$ cat config.mk
export PLATFORM = sky130hd
export DESIGN_NAME = flag_branch_unit
export DESIGN_NICKNAME = d
export VERILOG_FILES = /design/src/rtl/wisc_pkg.sv /design/src/rtl/branch_cond_eval.sv /design/src/rtl/flag_branch_unit.sv
export SDC_FILE = /design/constraint.sdc
export NUM_CORES = 1
export LEC_CHECK = 0
export ABC_AREA = 0
export BUFFER_PORTS_ARGS = -buffer_cell sky130_fd_sc_hd__buf_4
export CAP_MARGIN = 20
export CORE_ASPECT_RATIO = 1.4
export CORE_UTILIZATION = 45
export DETAILED_ROUTE_END_ITERATION = 10
export GPL_TIMING_DRIVEN = 0
export HOLD_SLACK_MARGIN = 0.02
export PLACE_DENSITY = 0.77
export SLEW_MARGIN = 15
export SYNTH_ARGS = -nofsm -noshare
export SYNTH_HDL_FRONTEND = slang
export SYNTH_SLANG_ARGS = --single-unit
$ cat constraint.sdc
create_clock -name clk -period 2 [get_ports clk]
set_input_delay 0.4 -clock clk [delete_from_list [all_inputs] [get_ports clk]]
set_output_delay 0.4 -clock clk [all_outputs]
set_load 0.01 [all_outputs]
$ cat src/rtl/wisc_pkg.sv
// Shared types for the flag/branch path: condition codes, resolver FSM states,
// and the bit positions of N, V and Z inside the 3-bit flag vector.
package wisc_pkg;

  localparam int unsigned DATA_W = 16;
  localparam int unsigned IMM_W  = 9;
  localparam int unsigned FLAG_W = 3;

  localparam int unsigned FLAG_N = 2;
  localparam int unsigned FLAG_V = 1;
  localparam int unsigned FLAG_Z = 0;

  typedef enum logic [2:0] {
    NE     = 3'b000,
    EQ     = 3'b001,
    GT     = 3'b010,
    LT     = 3'b011,
    GE     = 3'b100,
    LE     = 3'b101,
    OVF    = 3'b110,
    UNCOND = 3'b111
  } cond_e;

  typedef enum logic [1:0] {
    IDLE = 2'd0,
    WAIT = 2'd1,
    RESP = 2'd2
  } state_e;

endpackage

$ cat src/rtl/branch_cond_eval.sv
// Purely combinational evaluation of a branch condition code against {N,V,Z}.
module branch_cond_eval
  import wisc_pkg::*;
(
  input  cond_e             cond_i,
  input  logic [FLAG_W-1:0] flags_i,
  output logic              taken_o
);

  logic n, v, z;

  assign n = flags_i[FLAG_N];
  assign v = flags_i[FLAG_V];
  assign z = flags_i[FLAG_Z];

  always_comb begin
    taken_o = 1'b0;
    case (cond_i)
      NE:      taken_o = ~z;
      EQ:      taken_o = z;
      GT:      taken_o = ~z & ~n;
      LT:      taken_o = n;
      GE:      taken_o = z | ~n;
      LE:      taken_o = n | z;
      OVF:     taken_o = v;
      UNCOND:  taken_o = 1'b1;
      default: taken_o = 1'b0;
    endcase
  end

endmodule

$ cat src/rtl/flag_branch_unit.sv
// Architectural N/V/Z register plus conditional-branch resolver for B/BR.
// Define FLAG_BYPASS_EN to forward the EX flag result into condition evaluation.
module flag_branch_unit
  import wisc_pkg::*;
(
  input  logic              clk,
  input  logic              rst_n,
  input  logic              ex_valid,
  input  logic              ex_stall,
  input  logic [FLAG_W-1:0] ex_nvz,
  input  logic              ex_wr_nv,
  input  logic              ex_wr_z,
  input  logic              br_valid,
  output logic              br_ready,
  input  logic [2:0]        br_cond,
  input  logic              br_is_reg,
  input  logic [DATA_W-1:0] br_pc_plus2,
  input  logic [IMM_W-1:0]  br_imm9,
  input  logic [DATA_W-1:0] br_reg,
  output logic              redirect_valid,
  output logic [DATA_W-1:0] redirect_pc,
  output logic              br_done,
  output logic              dec_stall,
  output logic [FLAG_W-1:0] flags_q
);

  state_e              state_q, state_d;
  logic [FLAG_W-1:0]   flags_d;
  logic [FLAG_W-1:0]   eff_flags;
  logic                hazard;
  logic                commit;
  logic                resolvable;
  logic                taken;
  logic [DATA_W-1:0]   imm_ofs;
  logic [DATA_W-1:0]   target;

  assign hazard = ex_valid & (ex_wr_nv | ex_wr_z);
  assign commit = ex_valid & ~ex_stall;

  // Flag commit: a full NVZ write wins over a Z-only write.
  always_comb begin
    flags_d = flags_q;
    if (commit) begin
      if (ex_wr_nv) begin
        flags_d = ex_nvz;
      end else if (ex_wr_z) begin
        flags_d[FLAG_Z] = ex_nvz[FLAG_Z];
      end
    end
  end

`ifdef FLAG_BYPASS_EN
  // flags_d already equals flags_q unless an unstalled EX write is in flight.
  assign eff_flags  = flags_d;
  assign resolvable = ~hazard | ~ex_stall;
`else
  assign eff_flags  = flags_q;
  assign resolvable = ~hazard;
`endif

  branch_cond_eval u_cond (
    .cond_i  (cond_e'(br_cond)),
    .flags_i (eff_flags),
    .taken_o (taken)
  );

  // Word offset scaled to bytes: sign-extend, shift left by one.
  assign imm_ofs = {{(DATA_W-IMM_W-1){br_imm9[IMM_W-1]}}, br_imm9, 1'b0};
  assign target  = br_is_reg ? br_reg : DATA_W'(br_pc_plus2 + imm_ofs);

  always_comb begin
    state_d  = state_q;
    br_ready = 1'b0;
    case (state_q)
      IDLE: begin
        if (br_valid) begin
          if (resolvable) begin
            br_ready = 1'b1;
            state_d  = RESP;
          end else begin
            state_d = WAIT;
          end
        end
      end
      WAIT: begin
        if (!br_valid || resolvable) begin
          state_d = IDLE;
        end
      end
      RESP:    state_d = IDLE;
      default: state_d = IDLE;
    endcase
  end

  assign dec_stall = br_valid & ~br_ready;

  always_ff @(posedge clk or negedge rst_n) begin
    if (!rst_n) begin
      state_q        <= IDLE;
      flags_q        <= '0;
      br_done        <= 1'b0;
      redirect_valid <= 1'b0;
      redirect_pc    <= '0;
    end else begin
      state_q        <= state_d;
      flags_q        <= flags_d;
      br_done        <= br_ready;
      redirect_valid <= br_ready & taken;
      redirect_pc    <= (br_ready & taken) ? target : '0;
    end
  end

endmodule

==> results.py <==
metrics = {
    "synth": {
        "syn-num-nets": 268,
        "avgSynthCellArea_um2": 8.961,
        "synthCells": 198,
        "yosysWarnings": 0,
        "netlist_area_um2": 1774,
        "synth.area.top_cells": "dfrtp_1 (32%), ha_1 (9.9%), a21oi_1 (5.1%)",
        "yosysSeqAreaShare_pct": 32.44,
        "async_flop_share_pct": 100.0,
        "synth_seq_cells": 23,
        "synth_top_area_share_pct": 32.44,
        "ys.flop_type": "dfrtp_1",
        "synth_edf_count": 0,
        "yosysUniqueCellTypes": 47,
        "yosys.area.top_type": "dfrtp_1",
    },
    "critical_path": {
        "critical_path.max_fanout": 3,
        "endpoint_kind": "flip-flop",
        "arrival_ns": 2.13,
        "cp-start-kind": "input pin",
        "critPathRequiredTime_ns": 2.15,
        "critPathKind": "input pin to flip-flop",
    },
    "drt": {
        "dr.first_iter.drc_count": 31,
        "post_drt_wl_per_cell_um": 13.27,
        "postRouteAntennaNets": 0,
        "num_vias": 1732,
        "finalWirelength_um": 4273,
        "drcViolationCount": 0,
        "firstDrtPassIters": 4,
        "routed_via_density": 5.379,
    },
    "die": {
        "die_h_um": 76.30,
        "dieArea_um2": 4201,
        "rows": 26,
        "core_area_um2": 3709,
        "die_x_um": 55.07,
        "initial_core_util_pct": 47.84,
        "ios": 78,
    },
    "finish": {
        "syn_to_final_growth_pct": 47.88,
        "nets": 351,
        "final_cell_mix": "buf_4 (79), dfrtp_1 (23), nor2_1 (20)",
        "ff_latch_area_um2": 575.6,
        "fillerInstances": 327,
        "layout_commonest_cell": "buf_4",
        "drive_gt1_share_pct": 42.86,
        "diodes": 0,
        "multi_input_area_um2": 1295,
    },
    "power_and_ir_drop": {
        "p_int_w": 0.0009430,
        "power_w": 0.001376,
        "comb_power_share_pct": 41.7,
        "p_per_area_nw_per_um2": 524.6,
        "irDropWorstVdd_mv": 0.5335,
        "pwr-share-seq_pct": 37.7,
        "leakagePower_nw": 1.240,
        "sw_frac_of_total_pct": 31.48,
        "pwr-share-clk_pct": 20.6,
        "p_sw_w": 0.0004333,
    },
    "hold_path": {
        "hold_path.class": "input pin to flip-flop",
    },
    "timing": {
        "slew-limit-headroom_pct": 65.89,
        "rsz0062_at_grt": "true",
        "period_share_pct": 99.00,
        "fmax_mhz": 505.0,
        "fin_skew_ns": 0.003815,
        "slew_viol_final": 0,
        "hold_ws_ns": 0.3679,
        "final_hold_viol_count": 0,
        "setup_viol": 0,
        "tightest_slew_ns": 0.5117,
        "min_period_ns": 1.980,
    },
    "run": {
        "maxCapViolCount": 0,
    },
    "clock_tree": {
        "cts_tree": "done",
        "clk_latency_ns": 0.26,
        "clock_tree.buffer_depth": 2,
        "numCtsBuffers": 3,
        "htreeDepth": 1,
        "clock-sinks": 23,
        "cts_root_buf": "clkbuf_8",
        "clkTransAtPathRegs_ns": 0.08,
    },
    "outcome": {
        "status": "finished, final reports clean",
    },
    "global_routing": {
        "antenna_found_initial": 0,
        "gr-usage-all-layers_pct": 19.98,
        "grt_overflow": 0,
        "grt_pass1_vias": 1540,
        "grt_pass1_wl_um": 6403,
        "grt_max_degree": 24,
    },
    "placed_design": {
        "hpwl_um": 3447,
        "gp_congestion": 0.8019,
        "io_buffers": 77,
    },
}
[path summary, 6_finish.rpt]
check / from / to / slack [ns] / depth (start not counted)
worst max-delay path: br_pc_plus2[1] / redirect_pc[15] / 0.02 / 10
worst min-delay path: ex_nvz[2] / flags_q[2] / 0.37 / 2
worst max register to register: flags_q[0] / redirect_pc[15] / 0.18 / 6
worst min register to register: state_q[0] / state_q[1] / 0.43 / 1
max in group asynchronous: rst_n / redirect_pc[3] / 1.22 / 2
min in group asynchronous: rst_n / redirect_pc[13] / 0.56 / 2
[worst max-delay path, stage by stage]
cell and delay, ns:
buf_4 0.12, ha_4 0.16, inv_2 0.05, fa_2 0.20
nand2b_4 0.13, a21o_4 0.12, a21oi_2 0.07, or4_4 0.42
a21oi_2 0.15, mux2_4 0.30
[synth_stat cells, types with 6 or more instances]
cell type / n
dfrtp_1: 23
nor2_1: 20
a21oi_1: 18
nand2_1: 17
ha_1: 14
o21ai_0: 13
mux2i_1: 7
nor2b_1: 7
clkbuf_1: 6
inv_1: 6
nand3_1: 6
[final cells by class]
cell class	count	share of cell area (%)
Inverter	6	0.8584
Multi-Input combinational cell	162	49.36
Clock buffer	4	1.717
Tap cell	42	2.003
Sequential cell	23	21.94
Buffer	5	1.144
Timing Repair Buffer	80	22.99
[power by group through the flow]
stage          sequential, W  combinational, W  clock [W]
3_5_place_dp        0.000529          0.000559          0
3_3_place_gp        0.000527          0.000550          0
6_report            0.000519          0.000574   0.000284
5_1_grt             0.000524          0.000630   0.000302
2_1_floorplan       0.000543          0.000324          0
4_1_cts             0.000519          0.000567   0.000285
[sequential cells by signal (all words and copies together), names as in the netlist]
name / flops
br_done: 1
flags_q: 3
redirect_pc: 16
redirect_valid: 1
state_q: 2
[stage by stage]
| stage | cells | utilization, % | cell area (um^2) | setup TNS, ns | setup WS [ns] |
|---|---|---|---|---|---|
| 4_1_cts | 322 | 69.97 | 2595 | 0 | 0.005320 |
| 3_5_place_dp | 317 | 68.29 | 2532 | -1.251 | -0.2838 |
| 5_1_grt | 322 | 70.75 | 2624 | -0.05632 | -0.02415 |
| 3_3_place_gp | 317 | 68.29 | 2532 | -1.015 | -0.2925 |
| 6_report | 322 | 70.75 | 2624 | 0 | 0.01994 |
| 2_1_floorplan | 198 | - | 1902 | -0.06478 | -0.06478 |
[layer usage]
metal	vias up	wire length (um)	global-route usage, %
li1	880	-	-
met1	806	1705	23.24
met2	44	2330	36.51
met3	2	215	0.7984
met4	0	22	6.500
met5	-	0	0
[what timing repair did]
action | CTS | global route
endpoints found under the hold margin | 12 | 0
pin swaps | 3 | 1
setup buffers | 1 | 1
gates resized for setup | 1 | 4
hold buffers | 1 | 0
setup endpoints to repair | 2 | 4
gates cloned | 0 | 0
[kinds of logic (layout without fill, tap and decap cells)]
family,after synthesis,in the layout,share of synthesized area [%]
AND/OR/NAND/NOR,74,74,21.44
AO/OA/AOI/OAI,53,53,20.88
flip-flops,23,23,32.44
adder cells (fa/ha/maj),15,15,11.00
multiplexers,13,13,7.969
buffers and inverters,13,95,2.820
XOR/XNOR,7,7,3.456
Power figures use the tool's default switching activity.
